`config.mk`:
```
export PLATFORM = sky130hd
export DESIGN_NAME = cmd_fifo_arbiter
export DESIGN_NICKNAME = d
export VERILOG_FILES = /design/src/rtl/cmd_fifo_arbiter.sv
export SDC_FILE = /design/constraint.sdc
export NUM_CORES = 1
export LEC_CHECK = 0
export BUFFER_PORTS_ARGS = -buffer_cell sky130_fd_sc_hd__buf_2
export CAP_MARGIN = 20
export CORE_AREA = 2 2 133 135
export DETAILED_ROUTE_END_ITERATION = 16
export DIE_AREA = 0 0 135 137
export PLACE_DENSITY = 0.73
export SLEW_MARGIN = 20
export SYNTH_ARGS = -nofsm -noshare
export SYNTH_HDL_FRONTEND = slang
export SYNTH_SLANG_ARGS = --single-unit
```
`constraint.sdc`:
```
create_clock -name clock -period 4 [get_ports clock]
set_input_delay 0.8 -clock clock [delete_from_list [all_inputs] [get_ports clock]]
set_output_delay 0.8 -clock clock [all_outputs]
set_load 0.1 [all_outputs]
```
`src/rtl/cmd_fifo_arbiter.sv`:
```
// Command FIFO controller: round-robin write arbiter for two producers, a
// 2-entry skid that turns the non-showahead FIFO read port into a
// full-rate valid/ready stream, and a flush sequencer.
// Ports:
//   clock, reset_n        : clock, async active-low reset
//   in0_*, in1_*          : producer streams (valid/data/ready)
//   out_*                 : consumer stream (valid/data/ready)
//   flush_req, flush_busy : flush pulse in, flush in progress out
//   fifo_*                : scfifo ports (sclr/wrreq/data/full/empty/usedw/rdreq/q)
module cmd_fifo_arbiter #(
  parameter int WIDTH      = 64,
  parameter int DEPTH_LOG2 = 8
) (
  input  logic                  clock,
  input  logic                  reset_n,
  input  logic                  in0_valid,
  input  logic [WIDTH-1:0]      in0_data,
  output logic                  in0_ready,
  input  logic                  in1_valid,
  input  logic [WIDTH-1:0]      in1_data,
  output logic                  in1_ready,
  output logic                  out_valid,
  output logic [WIDTH-1:0]      out_data,
  input  logic                  out_ready,
  input  logic                  flush_req,
  output logic                  flush_busy,
  output logic                  fifo_sclr,
  output logic                  fifo_wrreq,
  output logic [WIDTH-1:0]      fifo_data,
  input  logic                  fifo_full,
  input  logic                  fifo_empty,
  input  logic [DEPTH_LOG2-1:0] fifo_usedw,
  output logic                  fifo_rdreq,
  input  logic [WIDTH-1:0]      fifo_q
);

  typedef enum logic [1:0] {
    IDLE  = 2'd0,
    CLEAR = 2'd1,
    DRAIN = 2'd2
  } state_t;

  state_t state, state_nxt;

  logic             rr_last;
  logic [1:0]       count;
  logic [WIDTH-1:0] skid0;
  logic [WIDTH-1:0] skid1;
  logic             rd_pending;

  logic             idle;
  logic             can_write;
  logic             grant1;
  logic             pop;
  logic             cap;
  logic [2:0]       occ;

  // usedw is kept on the port for debug taps only
  logic unused_usedw;
  assign unused_usedw = ^fifo_usedw;

  assign idle = (state == IDLE);

  // Gate with reset_n so every handshake output reads 0 while in reset
  assign can_write = reset_n && idle && !fifo_full;

  // Both requesting: grant the port that did not win last time
  assign grant1 = in1_valid && (!in0_valid || !rr_last);

  assign fifo_wrreq = can_write && (in0_valid || in1_valid);
  assign fifo_data  = grant1 ? in1_data : in0_data;
  assign in0_ready  = can_write && in0_valid && !grant1;
  assign in1_ready  = can_write && grant1;

  assign out_valid = (count != 2'd0);
  assign out_data  = skid0;
  assign pop       = out_valid && out_ready;
  assign cap       = rd_pending;

  // Occupancy after this cycle's pop, counting the read in flight
  assign occ = {1'b0, count} + {2'b00, rd_pending} - {2'b00, pop};

  assign fifo_rdreq = reset_n && idle && !fifo_empty && (occ < 3'd2);

  always_comb begin
    state_nxt  = state;
    fifo_sclr  = 1'b0;
    flush_busy = 1'b1;
    unique case (state)
      IDLE: begin
        flush_busy = 1'b0;
        if (flush_req) state_nxt = CLEAR;
      end
      CLEAR: begin
        fifo_sclr = 1'b1;
        state_nxt = DRAIN;
      end
      DRAIN: state_nxt = IDLE;
      default: state_nxt = IDLE;
    endcase
  end

  always_ff @(posedge clock or negedge reset_n) begin
    if (!reset_n) begin
      state      <= IDLE;
      rr_last    <= 1'b1;
      rd_pending <= 1'b0;
    end else begin
      state      <= state_nxt;
      rd_pending <= fifo_rdreq;
      if (fifo_wrreq) rr_last <= grant1;
    end
  end

  // Skid: words are only taken in IDLE, so a read landing in
  // CLEAR or DRAIN is dropped along with the flushed contents.
  always_ff @(posedge clock or negedge reset_n) begin
    if (!reset_n) begin
      count <= 2'd0;
      skid0 <= '0;
      skid1 <= '0;
    end else if (state == CLEAR) begin
      count <= 2'd0;
    end else if (idle) begin
      unique case ({cap, pop})
        2'b10: begin
          if (count == 2'd0) skid0 <= fifo_q;
          else               skid1 <= fifo_q;
          count <= count + 2'd1;
        end
        2'b01: begin
          skid0 <= skid1;
          count <= count - 2'd1;
        end
        2'b11: begin
          if (count == 2'd1) begin
            skid0 <= fifo_q;
          end else begin
            skid0 <= skid1;
            skid1 <= fifo_q;
          end
        end
        default: ;
      endcase
    end
  end

endmodule

```
==> flow_summary_export.csv <==
group,metric,value,unit
cts,cts_made_buffers,17,
status,status,"finished clean",
die,die-area,18500,sq um
critical_path,crit_slowest_cell,"fa_1",
detailed_routing,dr_wl_met2,13200,microns
power_and_ir_drop,swShare,56.40,%
yosys,synthDistinctLibCells,34,
yosys,yosysSeqAreaShare,48.83,%
cells_and_area,multi_input_area,3214,sq um
placed_design,placed_area,8757,sq um
detailed_routing,drt_iter0_drc,573,
yosys,synthTopCellsByCount,"dfrtp_1, a31oi_1, mux2_2, o21ai_0, nand3_1",
power_and_ir_drop,p_clk_share,16.3,%
cts,cts_resized,0,
critical_path,start_kind,"flop",
yosys,async_flop_share,100.0,%
cells_and_area,regArea,3354,sq um
detailed_routing,met1Wirelength,10540,microns
sta,layout_min_cycle_time,3.645,ns
grt,track_usage,28.11,%
detailed_routing,drc,0,
yosys,synth.most_common_cell,"dfrtp_1",
critical_path,rr_startpoint,"count[1]",
critical_path,worstPathArrival,2.85,ns
critical_path,critPathKind,"reg -> out",
sta,final.setup.worst_slack,0.3550,ns
placed_design,dpl_worst_slack,0.6328,ns
min_path,holdCritPathClass,"in -> async",
yosys,avgSynthCellArea,10.89,sq um
detailed_routing,dr_wl_met3,1980,microns
cts,cts_buffer_depth,2,
yosys,ys.flop_type,"dfrtp_1",
cells_and_area,stdcell_area,9361,sq um
yosys,synth-edff-count,0,
cells_and_area,fin_util,54.89,%
detailed_routing,antenna_left,0,
critical_path,critPathCaptureType,"output port",
critical_path,startpoint,"count[1]",
die,fp.coreArea,17060,sq um
yosys,syn_nets,844,
sta,hold_viol,0,
cells_and_area,n_fill_cell,1526,
power_and_ir_drop,pwr-share-seq,25.4,%
sta,fin_crit_sh,91.13,%
sta,worst_pin_slew,0.9764,ns
die,initial_core_util,40.28,%
grt,grt_pass1_vias,6547,
detailed_routing,wl_per_cell,22.27,microns
placed_design,dp_cells,1136,
critical_path,cp.required,3.20,ns
yosys,yosysTopAreaCellShare,48.44,%
cts,cts_root_buffer,"clkbuf_16",
grt,grt_pass1_wl,38450,microns
grt,grt_max_degree,66,
cts,cts_tree,"built",
power_and_ir_drop,p_per_area,1006,nW/um^2
yosys,synth.largest_area_cell,"dfrtp_1",
placed_design,place_hpwl,18550,microns
sta,fin_skew,0.008326,ns
yosys,netlist_area,6870,sq um
placed_design,port_buffers,334,
power_and_ir_drop,intPower,4.105,mW
grt,antenna_found_initial,11,
cts,clock-sinks,134,
yosys,synth_area_leaders,"dfrtp_1, mux2_2, a31oi_1",
sta,grt_setup_unrepaired,"false",
placed_design,gp_congestion,0.9898,
die,die_w,135,microns
sta,fin_setup_tns,0,ns
power_and_ir_drop,p_comb_share,58.3,%
die,die_h,137,microns
yosys,synthesis.instances,631,
yosys,synth_seq_cells,134,
cts,clk_pin_slew_worst_paths,0.06,ns
sta,maxSlewViolCount,0,
sta,setup_violations,0,
cts,clock_latency,0.42,ns
cts,cts_max_level,4,
detailed_routing,via_count,6671,
detailed_routing,routed_via_density,5.673,
detailed_routing,wirelength,26190,microns
power_and_ir_drop,p_leak,4.260,nW
sta,relSlewSlack,34.67,%
detailed_routing,first_pass_iters,5,
die,ios,343,
cells_and_area,syn2layout_area_growth,36.26,%
critical_path,cp_cell_sequence,"inv_1 -> ha_1 -> nor2b_4 -> inv_2 -> ha_1 -> nand2_1 -> fa_1 -> nand4b_1 -> nor2_2 -> buf_12",
cells_and_area,layout.nets,1143,
critical_path,crit_top_cell,"ha_1",
power_and_ir_drop,p_switching,5.311,mW
cts,postCtsSetupBuffers,0,
cts,ctsHoldBuffers,0,
die,rows,48,
cells_and_area,layout-drive-gt1-share,54.41,%
yosys,ys_warn_count,0,
critical_path,cpPeakStageDelay,0.49,ns
flow_run,drv_cap,0,
grt,grt_overflow,0,
power_and_ir_drop,ir_worst_vdd,0.6831,mV
sta,max_freq,0.2743,GHz
cells_and_area,layoutNonFillerInstCount,1176,
critical_path,cp_max_fo,5,
detailed_routing,top_layer_used,"met4",
placed cells by master (no fill, tap or decap), types with 2 or more instances in the layout:
master	count
dfrtp_1	133
nand3_1	64
diode_2	10
inv_1	4
clkbuf_8	2
nor2_1	2
a31oi_1	128
bufinv_16	2
clkinv_4	2
clkinvlp_4	4
mux2_1	9
inv_2	3
buf_12	7
o21ai_0	66
ha_1	4
nand2_1	3
clkinv_2	2
mux2_2	120
nor2b_1	3
clkbuf_16	17
and2_1	2
buf_4	11
buf_2	329
power by group through the flow:
stage          registers [mW]  logic (mW)  clock network [mW]
2_1_floorplan            4.69        2.15                   0
3_3_place_gp             2.35        5.42                   0
3_5_place_dp             2.40        5.48                   0
4_1_cts                  2.38        5.50                1.56
5_1_grt                  2.47        5.72                1.61
6_report                 2.39        5.49                1.54
critical path: cells and delay by family, from the launching register on:
| kind | cells | cell delay, ns |
|---|---|---|
| flip-flops | 1 | 0.42 |
| buffers and inverters | 3 | 0.33 |
| adder cells (fa/ha/maj) | 3 | 1.09 |
| AND/OR/NAND/NOR | 4 | 0.58 |
path summary, 6_finish.rpt:
check | to | slack [ns] | cells past startpoint
min | skid1[41] | 0.21 | 1
max | fifo_rdreq | 0.35 | 10
min in group clock | skid1[1] | 0.49 | 1
max reg2reg | skid1[47] | 0.79 | 10
min reg2reg | skid1[1] | 0.49 | 1
max in group asynchronous | skid1[18] | 1.97 | 3
metrics by stage:
stage                     hold slack [ns]  total power [mW]
after detailed placement           0.4789             7.882
after global placement             0.4670             7.775
final                              0.2106             9.417
after CTS                          0.1959             9.442
after floorplan                    0.4577             6.834
after global routing               0.2068             9.796
routing by layer:
metal | up-vias | global-route usage [%]
li1 | 2998 | -
met1 | 3318 | 33.77
met2 | 321 | 46.62
met3 | 34 | 8.185
met4 | 0 | 12.38
met5 | - | 4.167
area by class of cell:
type	instances	share of cell area, %
Timing Repair Buffer	348	20.09
Clock inverter	11	1.350
Antenna cell	10	0.2673
Clock buffer	19	4.838
Sequential cell	134	35.83
Inverter	7	0.2807
Tap cell	225	3.007
Multi-Input combinational cell	422	34.34
cell families (layout without fill, tap and decap cells):
group                      count (synthesis)  after routing  synth area share [%]
AOI/OAI and AO/OA                        200            200                 17.36
DFF                                      134            134                 48.83
muxes                                    129            129                 21.14
and+or+nand+nor                           86             86                 6.520
buffers and inverters                     75            385                 4.880
adders and majority gates                  5              5                 1.020
xor gates and xnor gates                   2              2                0.2550
other                                      0             10                     0
flip-flops by register name, summed over array words and instances (netlist names):
signal,cells
cap,1
count,2
out_data,64
rr_last,1
skid1,64
state,2
Note: power is estimated with default switching activity, not from simulation.
